$ cat config.mk
export PLATFORM = sky130hd
export DESIGN_NAME = alu_muldiv_seq
export DESIGN_NICKNAME = d
export VERILOG_FILES = /design/src/rtl/alu_muldiv_seq.sv
export SDC_FILE = /design/constraint.sdc
export NUM_CORES = 1
export LEC_CHECK = 0
export BUFFER_PORTS_ARGS = -buffer_cell sky130_fd_sc_hd__buf_2
export CORE_MARGIN = 5
export CORE_UTILIZATION = 39
export CTS_BUF_LIST = sky130_fd_sc_hd__clkbuf_16
export DETAILED_ROUTE_END_ITERATION = 16
export SLEW_MARGIN = 0
export SYNTH_ARGS = -nofsm -noshare
export SYNTH_HDL_FRONTEND = slang
export SYNTH_SLANG_ARGS = --single-unit
$ cat constraint.sdc
create_clock -name clk -period 2.6 [get_ports clk]
set_input_delay 0.52 -clock clk [delete_from_list [all_inputs] [get_ports clk]]
set_output_delay 0.52 -clock clk [all_outputs]
set_load 0.05 [all_outputs]
$ cat src/rtl/alu_muldiv_seq.sv
// 32x32 unsigned multiply/divide sequenced over the shared ALU's add/sub; divider built only with `define ALU_SEQ_DIV_EN.
// Latency: done 33 cycles after start (1 for div-by-zero/unsupported op); start ignored while busy, no queueing.
module alu_muldiv_seq #(
  parameter int WIDTH = 32,
  parameter int CNT_W = 5
) (
  input  logic             clk,
  input  logic             rst_n,
  input  logic             start,
  input  logic             op_div,
  input  logic [WIDTH-1:0] opa,
  input  logic [WIDTH-1:0] opb,
  output logic             busy,
  output logic             done,
  output logic [WIDTH-1:0] res_hi,
  output logic [WIDTH-1:0] res_lo,
  output logic             div0,
  output logic             alu_own,
  output logic [WIDTH-1:0] alu_a,
  output logic [WIDTH-1:0] alu_b,
  output logic [1:0]       alu_op,
  input  logic [WIDTH-1:0] alu_result,
  input  logic [3:0]       alu_flags
);

  typedef enum logic [1:0] {
    S_IDLE = 2'd0,
    S_MUL  = 2'd1,
    S_DIV  = 2'd2,
    S_DONE = 2'd3
  } state_t;

  localparam logic [1:0] ALU_ADD = 2'b00;
  localparam logic [1:0] ALU_SUB = 2'b01;

  state_t           r_state;
  logic [WIDTH-1:0] r_hi;
  logic [WIDTH-1:0] r_lo;
  logic [WIDTH-1:0] r_mcand;
  logic [CNT_W-1:0] r_cnt;
  logic             r_busy;
  logic             r_done;
  logic             r_div0;
  logic             r_alu_own;
  logic [WIDTH-1:0] r_alu_a;
  logic [WIDTH-1:0] r_alu_b;
  logic [1:0]       r_alu_op;
  logic [WIDTH-1:0] r_res_hi;
  logic [WIDTH-1:0] r_res_lo;

  logic             w_c;
  logic             w_last;
  logic [WIDTH-1:0] w_mul_hi;
  logic [WIDTH-1:0] w_mul_lo;
  logic             w_unused_flags;

  assign w_c            = alu_flags[1];
  assign w_last         = (r_cnt == CNT_W'(WIDTH - 1));
  assign w_unused_flags = ^{alu_flags[3:2], alu_flags[0]};

  // Shift-add step: carry out of the add becomes the new hi MSB.
  assign w_mul_hi = {w_c, alu_result[WIDTH-1:1]};
  assign w_mul_lo = {alu_result[0], r_lo[WIDTH-1:1]};

`ifdef ALU_SEQ_DIV_EN
  logic [WIDTH-1:0] r_dvsr;
  logic [WIDTH-1:0] w_sh;
  logic             w_take;
  logic [WIDTH-1:0] w_div_hi;
  logic [WIDTH-1:0] w_div_lo;

  // hi[31] set means the shifted remainder really is >= 2^32, so it always exceeds the divisor.
  assign w_sh     = {r_hi[WIDTH-2:0], r_lo[WIDTH-1]};
  assign w_take   = r_hi[WIDTH-1] | w_c;
  assign w_div_hi = w_take ? alu_result : w_sh;
  assign w_div_lo = {r_lo[WIDTH-2:0], w_take};
`endif

  always_ff @(posedge clk or negedge rst_n) begin
    if (!rst_n) begin
      r_state   <= S_IDLE;
      r_hi      <= '0;
      r_lo      <= '0;
      r_mcand   <= '0;
      r_cnt     <= '0;
      r_busy    <= 1'b0;
      r_done    <= 1'b0;
      r_div0    <= 1'b0;
      r_alu_own <= 1'b0;
      r_alu_a   <= '0;
      r_alu_b   <= '0;
      r_alu_op  <= ALU_ADD;
      r_res_hi  <= '0;
      r_res_lo  <= '0;
`ifdef ALU_SEQ_DIV_EN
      r_dvsr    <= '0;
`endif
    end else begin
      r_done <= 1'b0;
      case (r_state)
        S_IDLE: begin
          if (start) begin
            r_div0 <= 1'b0;
            r_busy <= 1'b1;
            r_cnt  <= '0;
            r_hi   <= '0;
            if (!op_div) begin
              r_state   <= S_MUL;
              r_lo      <= opb;
              r_mcand   <= opa;
              r_alu_own <= 1'b1;
              r_alu_op  <= ALU_ADD;
              r_alu_a   <= '0;
              r_alu_b   <= opb[0] ? opa : '0;
            end
`ifdef ALU_SEQ_DIV_EN
            else if (opb != '0) begin
              r_state   <= S_DIV;
              r_lo      <= opa;
              r_dvsr    <= opb;
              r_alu_own <= 1'b1;
              r_alu_op  <= ALU_SUB;
              r_alu_a   <= {{(WIDTH-1){1'b0}}, opa[WIDTH-1]};
              r_alu_b   <= opb;
            end else begin
              r_state  <= S_DONE;
              r_done   <= 1'b1;
              r_div0   <= 1'b1;
              r_res_hi <= opa;
              r_res_lo <= '1;
            end
`else
            else begin
              // No divider built: report the op as unsupported via div0.
              r_state  <= S_DONE;
              r_done   <= 1'b1;
              r_div0   <= 1'b1;
              r_res_hi <= '0;
              r_res_lo <= '0;
            end
`endif
          end
        end

        S_MUL: begin
          r_hi  <= w_mul_hi;
          r_lo  <= w_mul_lo;
          r_cnt <= r_cnt + CNT_W'(1);
          if (w_last) begin
            r_state   <= S_DONE;
            r_done    <= 1'b1;
            r_res_hi  <= w_mul_hi;
            r_res_lo  <= w_mul_lo;
            r_alu_own <= 1'b0;
            r_alu_a   <= '0;
            r_alu_b   <= '0;
            r_alu_op  <= ALU_ADD;
          end else begin
            r_alu_a <= w_mul_hi;
            r_alu_b <= w_mul_lo[0] ? r_mcand : '0;
          end
        end

`ifdef ALU_SEQ_DIV_EN
        S_DIV: begin
          r_hi  <= w_div_hi;
          r_lo  <= w_div_lo;
          r_cnt <= r_cnt + CNT_W'(1);
          if (w_last) begin
            r_state   <= S_DONE;
            r_done    <= 1'b1;
            r_res_hi  <= w_div_hi;
            r_res_lo  <= w_div_lo;
            r_alu_own <= 1'b0;
            r_alu_a   <= '0;
            r_alu_b   <= '0;
            r_alu_op  <= ALU_ADD;
          end else begin
            r_alu_a <= {w_div_hi[WIDTH-2:0], w_div_lo[WIDTH-1]};
            r_alu_b <= r_dvsr;
          end
        end
`endif

        S_DONE: begin
          r_busy  <= 1'b0;
          r_state <= S_IDLE;
        end

        default: begin
          r_busy    <= 1'b0;
          r_alu_own <= 1'b0;
          r_alu_a   <= '0;
          r_alu_b   <= '0;
          r_alu_op  <= ALU_ADD;
          r_state   <= S_IDLE;
        end
      endcase
    end
  end

  assign busy    = r_busy;
  assign done    = r_done;
  assign div0    = r_div0;
  assign res_hi  = r_res_hi;
  assign res_lo  = r_res_lo;
  assign alu_own = r_alu_own;
  assign alu_a   = r_alu_a;
  assign alu_b   = r_alu_b;
  assign alu_op  = r_alu_op;

endmodule

### Word level (Yosys, flattened, before mapping)

Cells that the tools add are included.

| storage, ports and cells | value |
|---|---|
| register bits | 205 |
| bits of input ports | 104 |
| logic and storage cells | 74 |

| cells by class | value |
|---|---|
| add/sub/neg operators | 1 |
| equality and inequality tests | 7 |
| multiplexer cells | 39 |
| bitwise logic cells | 3 |
| reductions and logical operators | 11 |

Operators by type and width:

| operator | number |
|---|---|
| $mux W32 | 14 |
| $pmux W32 S2 | 3 |
| $pmux W32 S3 | 2 |
| $mux W2 | 6 |
| $pmux W5 S2 | 1 |
| $reduce_and A3 Y1 | 3 |
| $ne A2 B2 Y1 const B | 4 |
| $reduce_and A2 Y1 | 4 |
| $reduce_and A4 Y1 | 2 |
| $mux W1 | 7 |
| $pmux W2 S3 | 1 |
| $add A5 B1 Y5 const B | 1 |
| $eq A5 B5 Y1 const B | 1 |
| $mux W5 | 1 |
| $pmux W1 S2 | 2 |
| $pmux W2 S2 | 1 |
| $not A1 Y1 | 3 |
| $pmux W1 S3 | 1 |
| $eq A2 B1 Y1 const B | 1 |
| $eq A2 B2 Y1 const B | 1 |
| $logic_not A2 Y1 | 1 |
| $reduce_bool A2 Y1 | 1 |

### Logic depth before layout (Yosys ltp)

Gate-level depths: netlist (run 1).

| logic depth | value |
|---|---|
| depth in word-level cells | 4 |
| depth in mapped cells | 8 |
| gate-level depth less buffers | 6 |

### Worst setup path after synthesis (run 1)

OpenSTA, ideal clock, no wires.

| timing | value |
|---|---|
| kind | register -> register |
| start | register r_cnt[0] |
| end | register r_alu_b[10] (netlist: alu_b[10]) |
| setup time | 0.078 ns |
| arrival time | 1.799 ns |
| required time | 2.522 ns |
| path slack | 0.723 ns |
| cell stages (with the launch flop) | 9 |
| path buffers | 2 |
| clock period less this slack | 1.877 ns |
| cells stage by stage | dfrtp_1 -> ha_1 -> and3_1 -> ha_1 -> nor4bb_1 -> clkbuf_1 -> buf_2 -> a22oi_1 -> o2bb2ai_1 |

| on the way | value |
|---|---|
| longest elaborated chain between the ends | 3 |

Ends and longest elaborated chain:

| item | RTL line | source |
|---|---|---|
| start: declaration | 40 | `logic [CNT_W-1:0] r_cnt;` |
| start signal: assignment | 148 | `r_cnt <= r_cnt + CNT_W'(1);` |
| $eq A5 B5 Y1 | 58 | `assign w_last = (r_cnt == CNT_W'(WIDTH - 1));` |
| $mux W32 | 149 | `if (w_last) begin` |
| $pmux W32 S3 | 100 | `case (r_state)` |
| end signal: assignment | 114 | `r_alu_b <= opb[0] ? opa : '0;` |
| end signal: assignment | 160 | `r_alu_b <= w_mul_lo[0] ? r_mcand : '0;` |
| end: declaration | 46 | `logic [WIDTH-1:0] r_alu_b;` |

Every way passes these cells.
A chain may end at the register's enable or synchronous reset.

### Worst setup path in the final report (run 1)

| timing | value |
|---|---|
| start | register r_cnt[0] |
| end | register r_alu_b[21] (netlist: alu_b[21]) |

The elaborated chain is that of the path after synthesis.

==> impl_results.md, run 1 <==
- Run status: complete, no violations
- Share of layout cells above drive strength 1: 48.6%
- Final RePlAce weighted congestion: 0.795
- PortBufs: 232
- Total Neg Setup Slack: 0 ps
- Ant diodes: 0
- Kind of critical path: reg -> reg
- Data arrival time of the worst path: 2600 ps
- Post-DRT Antenna Nets: 0
- Hold_buf cts: 0
- Min Hold Slack: 72.9 ps
- Post-synthesis compound-gate area fraction: 18.1%
- Largest net degree at the start of global routing: 83
- Worst slew pin tran: 697 ps
- RSZ-0062 raised after global routing: no
- WP data required: 3010 ps
- Leak: 5.05 nW
- IO Pins: 238
- Synthesized area: 8060 sq um
- Setup crit end kind: flop
- Yosys cell types: 32
- Initial Utilization: 39.7%
- Layout Utilization: 50.8%
- H-tree depth: 1
- Cell taking the most area after synthesis: dfrtp_1
- Clock buffer depth: 3
- Slew HR: 53.6%
- Cells after synthesis: 549
- Via count: 5673
- Top cell type's share of synthesized area: 62.7%
- Die W: 154 um
- Number of max-cap violations: 0
- Initial drt markers: 237
- Global route total overflow: 0
- Total routed wirelength: 20700 um
- Final Hold Fails: 0
- Post-synthesis sequential area ratio: 62.7%
- Std cell rows: 52
- Final Skew: 5.41 ps
- PostCTS Resize Cnt: 0
- Clock Sinks: 202
- Post-route minimum period: 2200 ps
- CTS tree: yes
- Part of the cycle the worst path needs: 84.4%
- Final setup vio count: 0
- Asr flop ratio synth: 100%
- Hold WC Path Type: in -> async
- Fill cells: 1796
- Setup crit start kind: flop
- Vias in the first global route: 6231
- Xor and xnor area share after synthesis: 0%
- Combinational family with the most area after synthesis: compound AO/OA/AOI/OAI gates
- Ys Warns: 0
- Multiplexer share of the synthesized area: 13.4%
- Drt drc: 0
- Most area-consuming cells after synthesis: dfrtp_1, mux2_2, a22o_1
- Average size of a mapped cell: 14.7 sq um
- Die area: 23600 sq um
- Power Density: 1460 nW/um^2
- List of most frequent post-synthesis cells: dfrtp_1, a22o_1, mux2_2, a22oi_1, o2bb2ai_1
- Peak VDD IR: 0.780 mV
- Max Slew Vio Count: 0
- Setup repair bufs after CTS: 0
- Initial antenna violation count: 1
- CTS Root Cell: clkbuf_16
- Post-Synth Simple-Gate Area: 1.55%
- Total CTS buffers: 23
- FF+latch count, synth: 202
- Die Span Y: 154 um
- Synth Area in Adders: 0.311%
- Wire per inst: 19.6 um
- Fmax: 456 MHz
- Clk_lat worst skew: 500 ps
- NumNets Final: 880
- Mean number of vias per cell: 5.35
- Met1 Track Usage GR: 22.4%
- First-pass GRT wire length: 34100 um
- CP max FO: 32
- Post-synth EDFFs: 0
- Most used DFF post-synth: dfrtp_1
- Grt peak-use layer: met2
- HPWL after DPL: 13500 um
- GRT met3 Usage: 5.42%
- First-pass DRT Iterations: 5
- Core box area: 20300 sq um
- Tot GR Track Use: 17.3%
- Area delta synth->final: 28.1%
- Met2 global-route usage: 28.3%
- Top-count cell post-synth: dfrtp_1
- CTS clk-pin slew, worst paths: 60 ps
==> state kept, by name (all words and copies together) (netlist names) <==
name and cells:
r_lo 31, alu_own 1, res_lo 32, div0 1, r_mcand 32, busy 1, alu_b 32, r_cnt 5
r_state 2, alu_a 32, res_hi 32, done 1
==> logic make-up (layout without fill, tap and decap cells) <==
kind of cell / after synthesis / in the layout
simple gates: 22 / 22
mux: 96 / 96
buf+inv: 53 / 293
flops: 202 / 202
other cells: 1 / 2
fa+ha+maj: 2 / 2
compound gates: 173 / 173
==> worst max-delay path, stage by stage, from the launching register on <==
cell,delay [ps]
dfrtp_1,410
ha_1,240
and3_1,190
ha_1,270
nor4bb_4,270
buf_4,390
a22oi_1,130
o2bb2ai_1,190
==> cells in the final DEF, fill, tap and decap left out, types with 7 or more instances in the layout <==
master	count
buf_2	231
dfrtp_1	202
a22o_1	98
mux2_2	95
a22oi_1	32
o2bb2ai_1	32
clkbuf_16	23
buf_12	8
buf_4	8
inv_1	7
==> power by group <==
group	internal [mW]	total, mW	switching (mW)	leakage (nW)
sequential	4.43	5.18	0.751	2.56
combinational	2.25	6.57	4.32	2.10
clock	2.10	3.34	1.24	0.394
==> worst paths after layout <==
path	end	slack, ps	from	depth (start not counted)
max	alu_b[21]	400	r_cnt[0]	7
min	r_lo[20]	70	rst_n	1
max reg2reg	alu_b[21]	400	r_cnt[0]	7
min reg2reg	alu_b[8]	480	alu_b[8]	1
max in group asynchronous	r_lo[4]	1790	rst_n	2
min in group clk	res_hi[14]	260	alu_result[15]	2
==> cell type report <==
type	count	area, sq um	area share [%]
Clock inverter	18	211	2.05
Clock buffer	23	576	5.58
Sequential cell	202	5050	49.0
Multi-Input combinational cell	295	2740	26.5
Timing Repair Buffer	248	1390	13.5
Tap cell	270	338	3.27
Inverter	4	15.0	0.145
==> stage by stage <==
step / cells / instance area [sq um] / power [mW] / setup WS (ps)
2_1_floorplan: 550 / 8060 / 10.2 / 723
3_3_place_gp: 1019 / 9530 / 11.6 / 530
3_5_place_dp: 1019 / 9530 / 11.8 / 411
4_1_cts: 1060 / 10300 / 15.3 / 393
5_1_grt: 1060 / 10300 / 15.9 / 261
6_report: 1060 / 10300 / 15.1 / 405
==> layer usage <==
metal | vias up | share of wire (%)
li1 | 2539 | -
met1 | 2892 | 42
met2 | 210 | 47
met3 | 30 | 8.8
met4 | 2 | 1.7
met5 | - | 0.034
Note: power is estimated with default switching activity, not from simulation.
==> run 2, diff against run 1 <==
--- a/config.mk
+++ b/config.mk
@@ -10,6 +10,7 @@
 export CORE_UTILIZATION = 39
 export CTS_BUF_LIST = sky130_fd_sc_hd__clkbuf_16
 export DETAILED_ROUTE_END_ITERATION = 16
+export PLACE_DENSITY = 0.65
 export SLEW_MARGIN = 0
 export SYNTH_ARGS = -nofsm -noshare
 export SYNTH_HDL_FRONTEND = slang
==> constraint.sdc (replaced) <==
create_clock -name clk -period 2 [get_ports clk]
set_input_delay 0.4 -clock clk [delete_from_list [all_inputs] [get_ports clk]]
set_output_delay 0.4 -clock clk [all_outputs]
set_load 0.05 [all_outputs]
==> run 2 against run 1 <==
Wire length increased by 1.1%; clock power increased by 20%; worst setup slack got worse by 340 ps; global-route usage decreased by 0.22 points; die area unchanged; sequential power increased by 30%; register-to-register slack got worse by 340 ps; sequential share of layout area decreased by 0.81 points; combinational power increased by 36%; utilization increased by 0.85 points; cell area increased by 1.7%.
==> impl_results.md, run 2 (synthesized netlist as in run 1, its figures left out) <==
- Final Skew: 14.0 ps (+8.63 ps)
- Commonest non-fill, non-tap cell in the layout: buf_2
- HPWL after DPL: 13300 um (-1.8%)
- Pint: 11.3 mW (+29%)
- Area delta synth->final: 30.2%
- First-pass GRT wire length: 33400 um (-2.0%)
- Die area: 23600 sq um (unchanged)
- Total routed wirelength: 21000 um (+1.1%)
- WHS Path Cells: 2
- Leak: 5.13 nW (+1.5%)
- Tot GR Track Use: 17.1% (-0.22 points)
- Data arrival time of the worst path: 2360 ps (-240 ps)
- Number of max-cap violations: 0 (unchanged)
- Core box area: 20300 sq um (unchanged)
- IO Pins: 238 (unchanged)
- Share of power burned in registers: 34.1% (-0.2 points)
- Crit path buf inv count: 2 (+1)
- Mean number of vias per cell: 5.28 (-1.3%)
- Vias in the first global route: 6148 (-1.3%)
- Reg2reg setup slack: 60 ps (-340 ps)
- Top delay family on crit path: simple AND/OR/NAND/NOR gates
- CTS clk-pin slew, worst paths: 60 ps (about the same)
- Initial Utilization: 39.7% (unchanged)
- Final setup vio count: 0 (unchanged)
- CTS tree: yes
- Post-DP Area: 9670 sq um (+1.4%)
- Combinational share of power: 45.5% (+2.0 points)
- Peak VDD IR: 0.942 mV (+21%)
- Setup ws final: 63.2 ps (-342 ps)
- Sw frac: 42.4% (+0.52 points)
- First-pass DRT Iterations: 4 (-1)
- Total CTS buffers: 24 (+4.3%)
- Worst Hold Launch: alu_result[0]
- Via count: 5689 (+0.28%)
- Fmax: 516 MHz (+13%)
- NetSw: 8.33 mW (+32%)
- Die W: 154 um (unchanged)
- Part of the cycle the worst path needs: 96.8% (+12 points)
- Share of layout cells above drive strength 1: 49.2% (+0.58 points)
- Worst Hold Path EP: res_lo[31]
- Reg2Reg Capture Point: alu_b[6]
- Power Density: 1870 nW/um^2 (+28%)
- Kind of critical path: reg -> reg
- Post-route cell area: 10500 sq um (+1.7%)
- Slowest CP cell: dfrtp_1
- Drt drc: 0 (unchanged)
- NumNets Final: 894 (+1.6%)
- CP max FO: 8 (-75%)
- Final RePlAce weighted congestion: 0.775 (-2.6%)
- CP peak stage delay: 380 ps (-30 ps)
- Clock network power share: 20.4% (-1.7 points)
- Reg2reg start: r_cnt[0]
- CP cell instances: ha_2, and3_4, ha_4, nor4bb_4, buf_6, clkbuf_16, a22oi_1, o2bb2ai_1
- RSZ-0062 raised after global routing: yes
- Fill cells: 1795 (-0.056%)
- Final Hold Fails: 0 (unchanged)
- H-tree depth: 1 (unchanged)
- Global route total overflow: 0 (unchanged)
- Wire per inst: 19.5 um (-0.53%)
- Reg2reg path depth: 8 (+1)
- Initial drt markers: 185 (-22%)
- Clock Sinks: 202 (unchanged)
- Hold WC Path Type: in -> reg
- Setup crit end kind: flop
- Post-DRT Antenna Nets: 0 (unchanged)
- CTS Root Cell: clkbuf_16
- PortBufs: 232 (unchanged)
- Die Span Y: 154 um (unchanged)
- WP data required: 2420 ps (-590 ps)
- Post-route minimum period: 1940 ps (-258 ps)
- Initial antenna violation count: 3 (+2)
- Std cell rows: 52 (unchanged)
- Commonest cells after routing, fill and taps aside: buf_2, dfrtp_1, a22o_1
- Clk_lat worst skew: 500 ps (about the same)
- Max Slew Vio Count: 0 (unchanged)
- Clock buffer depth: 3 (unchanged)
- Run status: complete, no violations
- Setup crit start kind: flop
- Largest net degree at the start of global routing: 65 (-22%)
- Setup Slack @ Placement: 43.9 ps (-367 ps)
run 2: how the worst max path moves through the flow:
stage                  start  slack, ps  cells after the start   endpoint
floorplan           r_cnt[0]        120                      8  alu_b[10]
global placement    r_cnt[1]         80                      7   alu_b[4]
detailed placement  r_cnt[1]         40                      7  alu_b[26]
CTS                 r_cnt[1]         60                      7  alu_b[11]
global route        r_cnt[1]        -10                      8  alu_b[22]
finish              r_cnt[0]         60                      8   alu_b[6]
run 2: area by class of cell:
cell class	count	area [sq um]	share of cell area (%)
clock buffers	25	626	5.96
diodes	2	5.00	0.0477
clock inverters	18	103	0.978
inverters	4	15.0	0.143
well taps	270	338	3.22
flip-flops and latches	202	5050	48.2
repair buffers	261	1590	15.2
multi-input cells	295	2760	26.3
run 2: per-stage QoR:
stage / hold slack (ps) / util [%] / setup TNS, ps / total power, mW / instances
floorplan: 104 / - / 0 / 13.2 / 550
global placement: 413 / 47.6 / 0 / 15.3 / 1027
detailed placement: 417 / 47.6 / 0 / 15.5 / 1027
CTS: 106 / 51.3 / 0 / 19.6 / 1071
global route: 118 / 51.7 / -75.7 / 20.7 / 1077
finish: 127 / 51.7 / 0 / 19.7 / 1077
run 2: power by group through the flow:
stage	clock network [mW]	logic [mW]	registers [mW]
floorplan	0	3.30	9.93
CTS	4.11	8.81	6.70
finish	4.00	8.94	6.71
detailed placement	0	8.80	6.72
global placement	0	8.65	6.70
global route	4.31	9.47	6.95
run 2: worst register-to-register path, stage by stage (launching register included):
cell	delay, ps
dfrtp_1	380
ha_2	190
and3_4	180
ha_4	180
nor4bb_4	380
buf_6	180
clkbuf_16	160
a22oi_1	70
o2bb2ai_1	140
run 2: what timing repair did:
action | CTS | global route
cloned | 0 | 2
gates resized for setup | 1 | 6
setup endpoints to repair | 2 | 19
setup buffers | 0 | 2
hold buffers | 1 | 0
endpoints found under the hold margin | 47 | 0
pin swaps | 0 | 9
run 2: layer usage:
layer | GRT usage (%) | up-vias | routed length (um) | part of all wire, %
li1 | - | 2562 | - | -
met1 | 22.5 | 2909 | 9080 | 43
met2 | 27.3 | 185 | 9820 | 47
met3 | 5.71 | 31 | 1660 | 7.9
met4 | 4.50 | 2 | 366 | 1.7
met5 | 0 | - | 20 | 0.095
==> run 3, diff against run 2 <==
--- a/config.mk
+++ b/config.mk
@@ -11,6 +11,7 @@
 export CTS_BUF_LIST = sky130_fd_sc_hd__clkbuf_16
 export DETAILED_ROUTE_END_ITERATION = 16
 export PLACE_DENSITY = 0.65
+export SKIP_CTS_REPAIR_TIMING = 1
 export SLEW_MARGIN = 0
 export SYNTH_ARGS = -nofsm -noshare
 export SYNTH_HDL_FRONTEND = slang
==> constraint.sdc (replaced) <==
create_clock -name clk -period 2 [get_ports clk]
set_input_delay 0.4 -clock clk [delete_from_list [all_inputs] [get_ports clk]]
set_output_delay 0.4 -clock clk [all_outputs]
set_load 0.005 [all_outputs]
==> run 3 against run 2 <==
Utilization did not move; wire length rose by 0.20%; first-iteration DRC count rose by 8.6%; clock skew barely moved; die area did not move; clock power barely moved; critical path type unchanged; highest routed layer unchanged; sequential share of layout area did not move.
==> impl_results.md, run 3 (synthesized netlist as in run 1, its figures left out) <==
- Reg2reg start: r_cnt[0]
- PortBufs: 232 (unchanged)
- Peak VDD IR: 0.819 mV (-13%)
- Cells after DPL: 1027 (unchanged)
- Total routed wirelength: 21000 um (+0.20%)
- Fmax: 516 MHz (about the same)
- Hold WC Path Type: in -> reg
- Clock buffer depth: 3 (unchanged)
- CTS Root Cell: clkbuf_16
- Final setup vio count: 0 (unchanged)
- First-pass GRT wire length: 33300 um (-0.10%)
- Post-DP Area: 9670 sq um (unchanged)
- Final Hold Fails: 0 (unchanged)
- CTS clk-pin slew, worst paths: 60 ps (about the same)
- Post-DRT Antenna Nets: 0 (unchanged)
- Largest net degree at the start of global routing: 65 (unchanged)
- Area delta synth->final: 30.2% (unchanged)
- Worst Hold Launch: alu_result[0]
- Post-route cell area: 10500 sq um (unchanged)
- H-tree depth: 1 (unchanged)
- Final Skew: 14.3 ps (+0.303 ps)
- Mean number of vias per cell: 5.29 (about the same)
- WHS Path Cells: 2 (unchanged)
- Leak: 5.13 nW (unchanged)
- Commonest non-fill, non-tap cell in the layout: buf_2
- Reg2reg path depth: 8 (unchanged)
- IO Pins: 238 (unchanged)
- Max Slew Vio Count: 0 (unchanged)
- Die W: 154 um (unchanged)
- Part of the cycle the worst path needs: 96.9% (about the same)
- Global route total overflow: 0 (unchanged)
- Run status: complete, no violations
- CP max FO: 8 (unchanged)
- Finished Layout Cells: 1077 (unchanged)
- Vias in the first global route: 6154 (+0.098%)
- RSZ-0062 raised after global routing: yes
- Wire per inst: 19.5 um (+0.20%)
- Die Span Y: 154 um (unchanged)
- First-pass DRT Iterations: 5 (+1)
- Std cell rows: 52 (unchanged)
- Drt drc: 0 (unchanged)
- Share of layout cells above drive strength 1: 49.2% (unchanged)
- Power Density: 1560 nW/um^2 (-17%)
- NumNets Final: 894 (unchanged)
- Final RePlAce weighted congestion: 0.775 (unchanged)
- Die area: 23600 sq um (unchanged)
- Initial Utilization: 39.7% (unchanged)
- Post-route minimum period: 1940 ps (+1.10 ps)
- Initial antenna violation count: 3 (unchanged)
- Commonest cells after routing, fill and taps aside: buf_2, dfrtp_1, a22o_1
- Core box area: 20300 sq um (unchanged)
- Clk_lat worst skew: 500 ps (about the same)
- Worst Hold Path EP: res_lo[31]
- Total CTS buffers: 24 (unchanged)
- Clock Sinks: 202 (unchanged)
- Tot GR Track Use: 17.1% (about the same)
- Data arrival time of the worst path: 2350 ps (about the same)
- Via count: 5694 (+0.088%)
- Number of max-cap violations: 0 (unchanged)
- Reg2reg setup slack: 60 ps (about the same)
- WP data required: 2410 ps (about the same)
- Reg2Reg Capture Point: alu_b[25]
- Fill cells: 1795 (unchanged)
- Kind of critical path: reg -> reg
- Setup Slack @ Placement: 43.9 ps (unchanged)
- Initial drt markers: 201 (+8.6%)
- Setup crit end kind: flop
- Setup ws final: 62.1 ps (-1.10 ps)
- Setup crit start kind: flop
- CTS tree: yes
- HPWL after DPL: 13300 um (unchanged)
## run 3: worst max-delay path: stages (launching register included)
cell and delay (ps):
dfrtp_1 380, ha_2 190, and3_4 180, ha_4 180, nor4bb_4 380, buf_6 180
buf_8 140, a22oi_1 70, o2bb2ai_1 140
## run 3: layout make-up
class	count	area [sq um]	share of cell area, %
multi-input combinational	295	2760	26.3
inverter	4	15.0	0.143
antenna	2	5.00	0.0477
timing repair buffer	261	1590	15.2
sequential	202	5050	48.2
clock buffer	25	626	5.96
tap	270	338	3.22
clock inverter	18	103	0.978
## run 3: worst max-delay path by stage
stage                        start   endpoint
final                     r_cnt[0]  alu_b[25]
after global routing      r_cnt[1]  alu_b[22]
after CTS                 r_cnt[1]  alu_b[11]
after detailed placement  r_cnt[1]  alu_b[26]
after global placement    r_cnt[1]   alu_b[4]
after floorplan           r_cnt[0]  alu_b[10]
## run 3: stage by stage
step | setup TNS [ps] | total power, mW | hold WS, ps | utilization (%)
global route | -75.7 | 17.4 | 118 | 51.7
finish | 0 | 16.3 | 127 | 51.7
floorplan | 0 | 9.98 | 104 | -
detailed placement | 0 | 12.2 | 417 | 47.6
global placement | 0 | 12.0 | 413 | 47.6
CTS | -8.22 | 16.3 | -122 | 51.2
## run 3: where the power goes
part | total, mW | internal (mW) | switching [mW]
registers | 6.71 | 5.76 | 0.946
logic | 5.65 | 3.17 | 2.48
clock network | 3.99 | 2.37 | 1.62
## run 3: metal layers
metal  part of all wire, %  up-vias  global-route usage, %
met2                    47      201                   27.4
li1                      -     2562                      -
met1                    43     2896                   22.3
met5                 0.095        -                      0
met3                   8.2       33                   5.73
met4                   1.8        2                   4.54
